### config.mk
export PLATFORM = sky130hd
export DESIGN_NAME = sdram_bus_bridge
export DESIGN_NICKNAME = d
export VERILOG_FILES = /design/src/rtl/sdram_pkg.sv /design/src/rtl/sdram_bus_bridge_counter.sv /design/src/rtl/sdram_bus_bridge.sv
export SDC_FILE = /design/constraint.sdc
export NUM_CORES = 1
export LEC_CHECK = 0
export ABC_AREA = 1
export CAP_MARGIN = 20
export CORE_MARGIN = 10
export CORE_UTILIZATION = 44
export CTS_BUF_LIST = sky130_fd_sc_hd__clkbuf_16
export CTS_CLUSTER_SIZE = 16
export DETAILED_ROUTE_END_ITERATION = 10
export PLACE_DENSITY = 0.87
export SYNTH_ARGS = -nofsm -noshare
export SYNTH_HDL_FRONTEND = slang
export SYNTH_SLANG_ARGS = --single-unit
### constraint.sdc
create_clock -name clk -period 1.34 [get_ports clk]
set_input_delay 0.201 -clock clk [delete_from_list [all_inputs] [get_ports clk]]
set_output_delay 0.201 -clock clk [all_outputs]
set_load 0.005 [all_outputs]
### src/rtl/sdram_pkg.sv
// Shared definitions for the 32-bit bus to 16-bit SDRAM host-port bridge.
package sdram_pkg;

    // Bridge sequencing states.
    typedef enum logic [2:0] {
        WAIT_CFG = 3'd0,
        IDLE     = 3'd1,
        LO       = 3'd2,
        HI       = 3'd3,
        DONE     = 3'd4
    } bridge_state_t;

    // Default wait budget for one halfword completion, in clk cycles.
    localparam int TIMEOUT_CYCLES_DEFAULT = 255;

    // Width of the halfword timeout counter.
    localparam int CNT_WIDTH = 8;

    // Halfword address on the controller side: the word address with the
    // halfword select in bit 1 and bit 0 always clear.
    function automatic logic [31:0] half_addr(input logic [29:0] word_addr,
                                              input logic        upper);
        return {word_addr, upper, 1'b0};
    endfunction

endpackage

### src/rtl/sdram_bus_bridge_counter.sv
// Free-running cycle counter with synchronous clear; saturates at all-ones
// so a long stall never wraps back into a small count.
module sdram_bus_bridge_counter
    import sdram_pkg::*;
#(
    parameter int COUNT_WIDTH = CNT_WIDTH
) (
    input  logic                   clk,
    input  logic                   rst_n,
    input  logic                   clear,
    output logic [COUNT_WIDTH-1:0] count
);

    // Count cycles since the last clear, holding at the top value.
    always_ff @(posedge clk or negedge rst_n) begin
        if (!rst_n) begin
            count <= '0;
        end else if (clear) begin
            count <= '0;
        end else if (count != '1) begin
            count <= count + 1'b1;
        end
    end

endmodule

### src/rtl/sdram_bus_bridge.sv
// Splits a 32-bit bus access into at most two 16-bit accesses on the SDRAM
// controller host port (lower halfword first), reassembles read data and
// returns a single-cycle ack, flagged with bus_error on a controller stall.
//
//   state    | meaning
//   ---------+-----------------------------------------------------------
//   WAIT_CFG | controller still initialising; bus requests ignored
//   IDLE     | waiting for bus_access; latches the request on accept
//   LO       | lower halfword (bytes 1:0) presented to the controller
//   HI       | upper halfword (bytes 3:2) presented to the controller
//   DONE     | bus_ack high for this one cycle; bus_access not sampled
module sdram_bus_bridge
    import sdram_pkg::*;
#(
    parameter int TIMEOUT_CYCLES = TIMEOUT_CYCLES_DEFAULT
) (
    input  logic        clk,
    input  logic        rst_n,

    input  logic        bus_access,
    input  logic [31:0] bus_addr,
    input  logic [31:0] bus_wdata,
    input  logic        bus_wr_en,
    input  logic [3:0]  bus_bytesel,
    output logic [31:0] bus_rdata,
    output logic        bus_ack,
    output logic        bus_error,

    output logic [31:0] h_addr,
    output logic [15:0] h_wdata,
    output logic        h_wr_en,
    output logic [1:0]  h_bytesel,
    input  logic [15:0] h_rdata,
    input  logic        h_compl,
    input  logic        h_config_done
);

    // Last count value seen while still waiting; the following edge is the
    // TIMEOUT_CYCLES-th cycle spent in the halfword state.
    localparam logic [CNT_WIDTH-1:0] TC_LAST = CNT_WIDTH'(TIMEOUT_CYCLES - 1);

    bridge_state_t        state;

    // Latched request. The lower halfword is issued straight from the bus
    // inputs on accept, so only what the upper halfword needs is held.
    logic [29:0]          acc_addr;
    logic [15:0]          acc_wdata_hi;
    logic                 acc_wr;
    logic [1:0]           acc_bytesel_hi;

    logic [CNT_WIDTH-1:0] wait_cnt;
    logic                 wait_clear;
    logic                 timed_out;

    // Byte-lane offset bits carry no meaning for a word-wide request.
    logic [1:0]           unused_addr_lsb;
    assign unused_addr_lsb = bus_addr[1:0];

    // Hold the counter at zero outside the halfword states and restart it on
    // every completion, so each halfword gets a fresh budget from its first cycle.
    always_comb begin
        wait_clear = 1'b1;
        if ((state == LO) || (state == HI)) begin
            wait_clear = h_compl;
        end
    end

    assign timed_out = (wait_cnt == TC_LAST);

    sdram_bus_bridge_counter #(
        .COUNT_WIDTH (CNT_WIDTH)
    ) u_wait_counter (
        .clk   (clk),
        .rst_n (rst_n),
        .clear (wait_clear),
        .count (wait_cnt)
    );

    // Sequencing FSM with all bus-side and controller-side outputs registered.
    always_ff @(posedge clk or negedge rst_n) begin
        if (!rst_n) begin
            state          <= WAIT_CFG;
            acc_addr       <= '0;
            acc_wdata_hi   <= '0;
            acc_wr         <= 1'b0;
            acc_bytesel_hi <= '0;
            h_addr         <= '0;
            h_wdata        <= '0;
            h_wr_en        <= 1'b0;
            h_bytesel      <= '0;
            bus_rdata      <= '0;
            bus_ack        <= 1'b0;
            bus_error      <= 1'b0;
        end else begin
            bus_ack   <= 1'b0;
            bus_error <= 1'b0;

            case (state)
                WAIT_CFG: begin
                    if (h_config_done) begin
                        state <= IDLE;
                    end
                end

                IDLE: begin
                    if (bus_access) begin
                        acc_addr       <= bus_addr[31:2];
                        acc_wdata_hi   <= bus_wdata[31:16];
                        acc_wr         <= bus_wr_en;
                        acc_bytesel_hi <= bus_bytesel[3:2];
                        if (bus_bytesel[1:0] != 2'b00) begin
                            state     <= LO;
                            h_addr    <= half_addr(bus_addr[31:2], 1'b0);
                            h_wdata   <= bus_wdata[15:0];
                            h_bytesel <= bus_bytesel[1:0];
                            h_wr_en   <= bus_wr_en;
                        end else if (bus_bytesel[3:2] != 2'b00) begin
                            state     <= HI;
                            h_addr    <= half_addr(bus_addr[31:2], 1'b1);
                            h_wdata   <= bus_wdata[31:16];
                            h_bytesel <= bus_bytesel[3:2];
                            h_wr_en   <= bus_wr_en;
                        end else begin
                            // No lanes enabled: acknowledge without touching SDRAM.
                            state   <= DONE;
                            bus_ack <= 1'b1;
                        end
                    end
                end

                LO: begin
                    if (h_compl) begin
                        bus_rdata[15:0] <= h_rdata;
                        if (acc_bytesel_hi != 2'b00) begin
                            state     <= HI;
                            h_addr    <= half_addr(acc_addr, 1'b1);
                            h_wdata   <= acc_wdata_hi;
                            h_bytesel <= acc_bytesel_hi;
                            h_wr_en   <= acc_wr;
                        end else begin
                            // Drop the request on the completion edge so the
                            // controller cannot see it as a new access.
                            state     <= DONE;
                            bus_ack   <= 1'b1;
                            h_bytesel <= '0;
                            h_wr_en   <= 1'b0;
                        end
                    end else if (timed_out) begin
                        state     <= DONE;
                        bus_ack   <= 1'b1;
                        bus_error <= 1'b1;
                        h_bytesel <= '0;
                        h_wr_en   <= 1'b0;
                    end
                end

                HI: begin
                    if (h_compl) begin
                        bus_rdata[31:16] <= h_rdata;
                        state            <= DONE;
                        bus_ack          <= 1'b1;
                        h_bytesel        <= '0;
                        h_wr_en          <= 1'b0;
                    end else if (timed_out) begin
                        state     <= DONE;
                        bus_ack   <= 1'b1;
                        bus_error <= 1'b1;
                        h_bytesel <= '0;
                        h_wr_en   <= 1'b0;
                    end
                end

                DONE: begin
                    // bus_ack drops here; a held bus_access is taken next cycle.
                    state <= IDLE;
                end

                default: begin
                    state     <= WAIT_CFG;
                    h_bytesel <= '0;
                    h_wr_en   <= 1'b0;
                end
            endcase
        end
    end

endmodule

# Word-level counts from Yosys, hierarchy flattened
# Index checks and enable logic that the tools add are counted.
[op_classes]
reduce_logical = 15
eq_ne = 11
muxes = 50
addsub = 1
bitwise_logic = 1
[ops]
columns = ["cell", "count"]
rows = [
  ["2-to-1 mux 32 bit", 5],
  ["2-to-1 mux 16 bit", 5],
  ["one-hot mux 32 bit (2 select lines)", 1],
  ["one-hot mux 16 bit (2 select lines)", 1],
  ["2-to-1 mux 3 bit", 8],
  ["2-to-1 mux 1 bit", 17],
  ["2-to-1 mux 8 bit", 2],
  ["one-hot mux 3 bit (5 select lines)", 1],
  ["2-to-1 mux 2 bit", 7],
  ["nonzero test 2 bit", 5],
  ["adder 8 x 1 -> 8 bit (second input constant)", 1],
  ["equality test 8 bit (second input constant)", 1],
  ["inequality test 8 bit (second input constant)", 1],
  ["one-hot mux 2 bit (4 select lines)", 1],
  ["AND reduction 2 bit", 4],
  ["equality test 3 x 2 -> 1 bit (second input constant)", 2],
  ["inequality test 2 bit (second input constant)", 3],
  ["AND reduction 5 bit", 1],
  ["one-hot mux 1 bit (4 select lines)", 1],
  ["OR reduction 2 bit", 2],
  ["equality test 3 x 1 -> 1 bit (second input constant)", 1],
  ["equality test 3 bit (second input constant)", 1],
  ["logical NOT 3 bit", 1],
  ["inequality test 3 bit (second input constant)", 1],
  ["other kinds (5)", 5],
]
[totals]
regBits = 145
out_inout_bits = 85
input_bits = 90
wordCells = 92

# Logic depth before layout (Yosys ltp)
[logic_depth]
ltp_word = 5
depth_mapped = 11
depth_no_buf = 11

# Cells and area by module
# A second synthesis with hierarchy kept.
[hier_totals]
cells_unflattened = 783
hier_area_um2 = 6491.2
[modules_own_cells]
columns = ["mod", "n_inst", "area_per_inst_um2", "cells_each", "seq_area_each_um2"]
rows = [
  ["sdram_bus_bridge", 1, 6014.5, 723, 3403.3],
  ["sdram_bus_bridge_counter", 1, 476.7, 60, 200.2],
]

# Worst setup path after synthesis
# OpenSTA, ideal clock, no wires.
[synth_timing]
kind = "register -> register"
start = "register state[2]"
end = "register h_addr[1]"
required_ns = 1.217
n_path_buf = 2
setup_ns = 0.123
arrival_time_ns = 1.338
period_less_slack_ns = 1.461
stages_incl_launch_ff = 11
path_slack_ns = -0.121
cell_sequence = "dfrtp_1 -> inv_2 -> nand2_1 -> nor2_4 -> nand2_1 -> nand2_2 -> nand2_2 -> buf_6 -> buf_2 -> nand2_1 -> nand2_1"
[synth_between]
elab_chain_cells = 3
word_cells_on_any_way = 9
cone_classes = "eq/ne: 6; mux: 1; reduce/logical: 2"
[synth_rtl]
columns = ["item", "line_no", "source"]
rows = [
  ["start: declaration", "sdram_bus_bridge.sv:42", "bridge_state_t state;"],
  ["start signal: assignment", "sdram_bus_bridge.sv:82", "state <= WAIT_CFG;"],
  ["start signal: assignment", "sdram_bus_bridge.sv:101", "state <= IDLE;"],
  ["start signal: assignment", "sdram_bus_bridge.sv:112", "state <= LO;"],
  ["equality test 3 x 1 -> 1 bit or equality test 3 x 2 -> 1 bit (tied branches)", "sdram_bus_bridge.sv:98", "case (state)"],
  ["inequality test 3 bit (no source line) (tied with other cells)", "-", ""],
  ["AND reduction 5 bit (no source line)", "-", ""],
  ["end signal: assignment", "sdram_bus_bridge.sv:113", "h_addr <= half_addr(bus_addr[31:2], 1'b0);"],
  ["end signal: assignment", "sdram_bus_bridge.sv:119", "h_addr <= half_addr(bus_addr[31:2], 1'b1);"],
  ["end signal: assignment", "sdram_bus_bridge.sv:136", "h_addr <= half_addr(acc_addr, 1'b1);"],
  ["end: declaration", "sdram_bus_bridge.sv:29", "output logic [31:0] h_addr,"],
]
# Several ways; a longest one is shown, not always the timed one.
# A chain may end at the register's enable or synchronous reset.

# Final worst setup path
[layout_timing]
start = "register state[2]"
end = "register acc_wdata_hi[8]"
[layout_between]
elab_chain_cells = 2
[layout_rtl]
columns = ["item", "line_no", "source"]
rows = [
  ["equality test 3 x 1 -> 1 bit", "sdram_bus_bridge.sv:98", ""],
  ["AND reduction 2 bit (no source line)", "-", ""],
  ["end signal: assignment", "sdram_bus_bridge.sv:108", "acc_wdata_hi <= bus_wdata[31:16];"],
  ["end: declaration", "sdram_bus_bridge.sv:47", "logic [15:0] acc_wdata_hi;"],
]
# Every way passes these cells.

==> flow_summary_export.csv <==
group,metric,value,unit
setup_path,critPathMaxFanout,9,
grt,grt_start_max_net_pins,44,
finish,regArea,3607,um^2
clock_tree,clk_pin_slew,0.07,ns
synthesis,syn_area_per_cell,7.994,um^2
timing,tns,-18.89,ns
setup_path,cpPeakStageDelay,0.41,ns
clock_tree,cts_tree,"yes",
floorplan,rows,44,
route,num_vias,6751,
synthesis,synth.yosys.seq_area_share,56.00,%
timing,min_period,1.628,ns
timing,finalCritPeriodShare,121.5,%
clock_tree,cts_buffers,17,
floorplan,num_io_pins,175,
timing,fmax,614.2,MHz
setup_path,reg2reg_depth,8,
synthesis,yosysUniqueCellTypes,27,
power,irDropWorstVdd,0.001219,V
synthesis,syn-instance-count,805,
clock_tree,clock_sinks,144,
finish,final_cell_mix,"253 x nand2_1, 141 x dfrtp_1, 86 x clkdlybuf4s50_1, 78 x inv_1, 67 x dlygate4sd2_1",
finish,layout-drive-gt1-share,25.79,%
grt,grt_pass1_vias,6244,
power,p_per_area,2319,nW/um^2
clock_tree,worstSkewPairLatency,0.43,ns
setup_path,crit_chain,"inv_2, buf_4, nand3_4, nor2_4, buf_12, inv_8, buf_6, o21ai_0",
finish,nNetsFinal,1149,
grt,grt_pass1_wl,32000,um
synthesis,netlist_area,6435,um^2
route,top_layer_used,"met4",
finish,syn_to_final_growth,68.52,%
grt,antenna_found_initial,0,
route,first_pass_iters,5,
setup_path,end_kind,"flop",
placed_design,dp.final_hpwl,13120,um
worst_hold_path,hold_path.class,"in2async",
flow_run,drv_cap,0,
floorplan,dieWidth,140.9,um
setup_path,worst_ep_arrival_time,1.95,ns
route,wl_met3,2184,um
floorplan,die_area,19860,um^2
setup_path,r2r_slack,-0.29,ns
grt,grtUsageTotal,19.97,%
timing,setup_viol,141,
finish,multi_input_comb_area,2869,um^2
timing,holdWs,0.2352,ns
route,routedLengthMet1,9237,um
setup_path,r2r_end,"acc_wdata_hi[8]",
clock_tree,cts.htree.levels,4,
clock_tree,clockBufferDepth,2,
setup_path,slowest_stage,"dfrtp_1",
finish,antennaDiodeCount,0,
timing,finalWorstSetupSlack,-0.2881,ns
route,antenna_left,0,
outcome,status,"finished, violations left",
grt,grt_overflow_total,0,
setup_path,path_class,"reg2reg",
synthesis,yosysWarningCount,0,
setup_path,cp_num_buf_inv,5,
setup_path,r2r_start,"state[2]",
power,power,25.15,mW
synthesis,synth_seq_cells,144,
route,via_per_inst,5.384,
timing,finClkSkew,0.01077,ns
power,total_leakage_power,5.447,nW
synthesis,synth_fp_nets,897,
floorplan,core_area,14420,um^2
route,route.met2.wl,12770,um
route,totalWireLength,25120,um
route,wire_per_inst,20.03,um
setup_path,critPathTopFamily,"buffers and inverters",
clock_tree,clk_root_buffer_cell,"clkbuf_16",
setup_path,crit_path_start_kind,"flop",
timing,hold_viol_final,0,
setup_path,cp.required,1.66,ns
floorplan,fp.dieH,140.9,um
timing,drv_slew,0,
timing,rsz0062_at_grt,"yes",
finish,n_fill_cell,908,
outcome,violations,"setup timing",
floorplan,start_util,44.61,%
route,post-route-drc-count,0,
placed_design,io_buffers,171,
finish,layout_commonest_cell,"nand2_1",
route,drt_iter0_markers,408,
placed_design,routabilityCongestion,0.8879,
## routing by layer
layer,global-route usage (%),vias to the layer above
met2,32.66,387
met4,7.446,0
met5,0,-
li1,-,3025
met3,7.155,85
met1,23.61,3254
## logic make-up (layout without fill, tap and decap cells)
| logic type | Yosys count | after routing | share of synthesized area [%] |
|---|---|---|---|
| XOR/XNOR | 1 | 1 | 0.1361 |
| AND/OR/NAND/NOR | 375 | 375 | 23.00 |
| flip-flops | 144 | 144 | 56.00 |
| buffers and inverters | 125 | 390 | 8.147 |
| other | 1 | 1 | 0.05828 |
| AO/OA/AOI/OAI | 157 | 157 | 12.27 |
| adder cells (fa/ha/maj) | 2 | 2 | 0.3888 |
## through the flow
step	cell area [um^2]	setup WS (ns)	utilization [%]	instances
finish	10840	-0.2881	75.18	1254
global placement	8727	-0.3466	60.50	1170
CTS	9778	-0.1339	67.79	1225
global route	10840	-0.3290	75.18	1254
detailed placement	8727	-0.4201	60.50	1170
floorplan	6461	-0.04659	-	805
## flip-flops by register name (all words and copies together) (netlist names)
name                  flops
bus_rdata                32
h_wr_en                   1
acc_addr                 30
acc_wdata_hi             16
h_addr                   31
h_bytesel                 2
bus_error                 1
bus_ack                   1
state                     3
acc_bytesel_hi            2
u_wait_counter.count      8
acc_wr                    1
h_wdata                  16
## cell type report
type | instances | area share (%)
inverters | 86 | 3.219
well taps | 184 | 2.123
clock inverters | 15 | 2.100
flip-flops and latches | 144 | 33.26
multi-input cells | 536 | 26.46
repair buffers | 272 | 28.91
clock buffers | 17 | 3.923
## timing repair
item | CTS | global route
cloned | 8 | 21
setup buffers | 16 | 8
hold buffers | 1 | 0
setup endpoints to repair | 207 | 146
gates resized for setup | 151 | 241
pin swaps | 8 | 58
hold endpoints to repair | 34 | 0
## power by group
| part | internal, mW | total (mW) | leakage [nW] | switching [mW] |
|---|---|---|---|---|
| clock | 3.33 | 5.37 | 0.315 | 2.05 |
| combinational | 6.03 | 12.1 | 3.32 | 6.11 |
| sequential | 6.29 | 7.63 | 1.81 | 1.34 |
| total | 15.6 | 25.1 | 5.45 | 9.50 |
## cell usage after synthesis, drive strengths merged
cell,n,area [um^2]
nor2,25,121.4
buf,15,111.4
dfrtp,144,3603
clkbuf,24,90.09
nand3b,1,7.510
ha,2,25.02
xnor2,1,8.760
inv,86,322.8
nand2,333,1255
nand3,10,55.05
o21ai,153,765.7
o22ai,1,6.260
a21oi,2,10.01
o31ai,1,7.510
nand4,3,25.02
or2,1,6.260
conb,1,3.750
nor3,2,10.01
## worst register-to-register path, delay by kind of cell (launching register included)
family | cells | cell delay (ns)
simple gates | 2 | 0.29
flops | 1 | 0.41
compound gates | 1 | 0.26
buf+inv | 5 | 0.58
## worst max-delay path by stage
stage | to | depth (start not counted) | start
detailed placement | h_wdata[14] | 9 | bus_bytesel[1]
floorplan | h_addr[1] | 10 | state[2]
global route | acc_wdata_hi[2] | 8 | state[2]
CTS | h_addr[11] | 10 | state[2]
global placement | h_wdata[0] | 9 | bus_bytesel[1]
finish | acc_wdata_hi[8] | 8 | state[2]
Note: power is estimated with default switching activity, not from simulation.
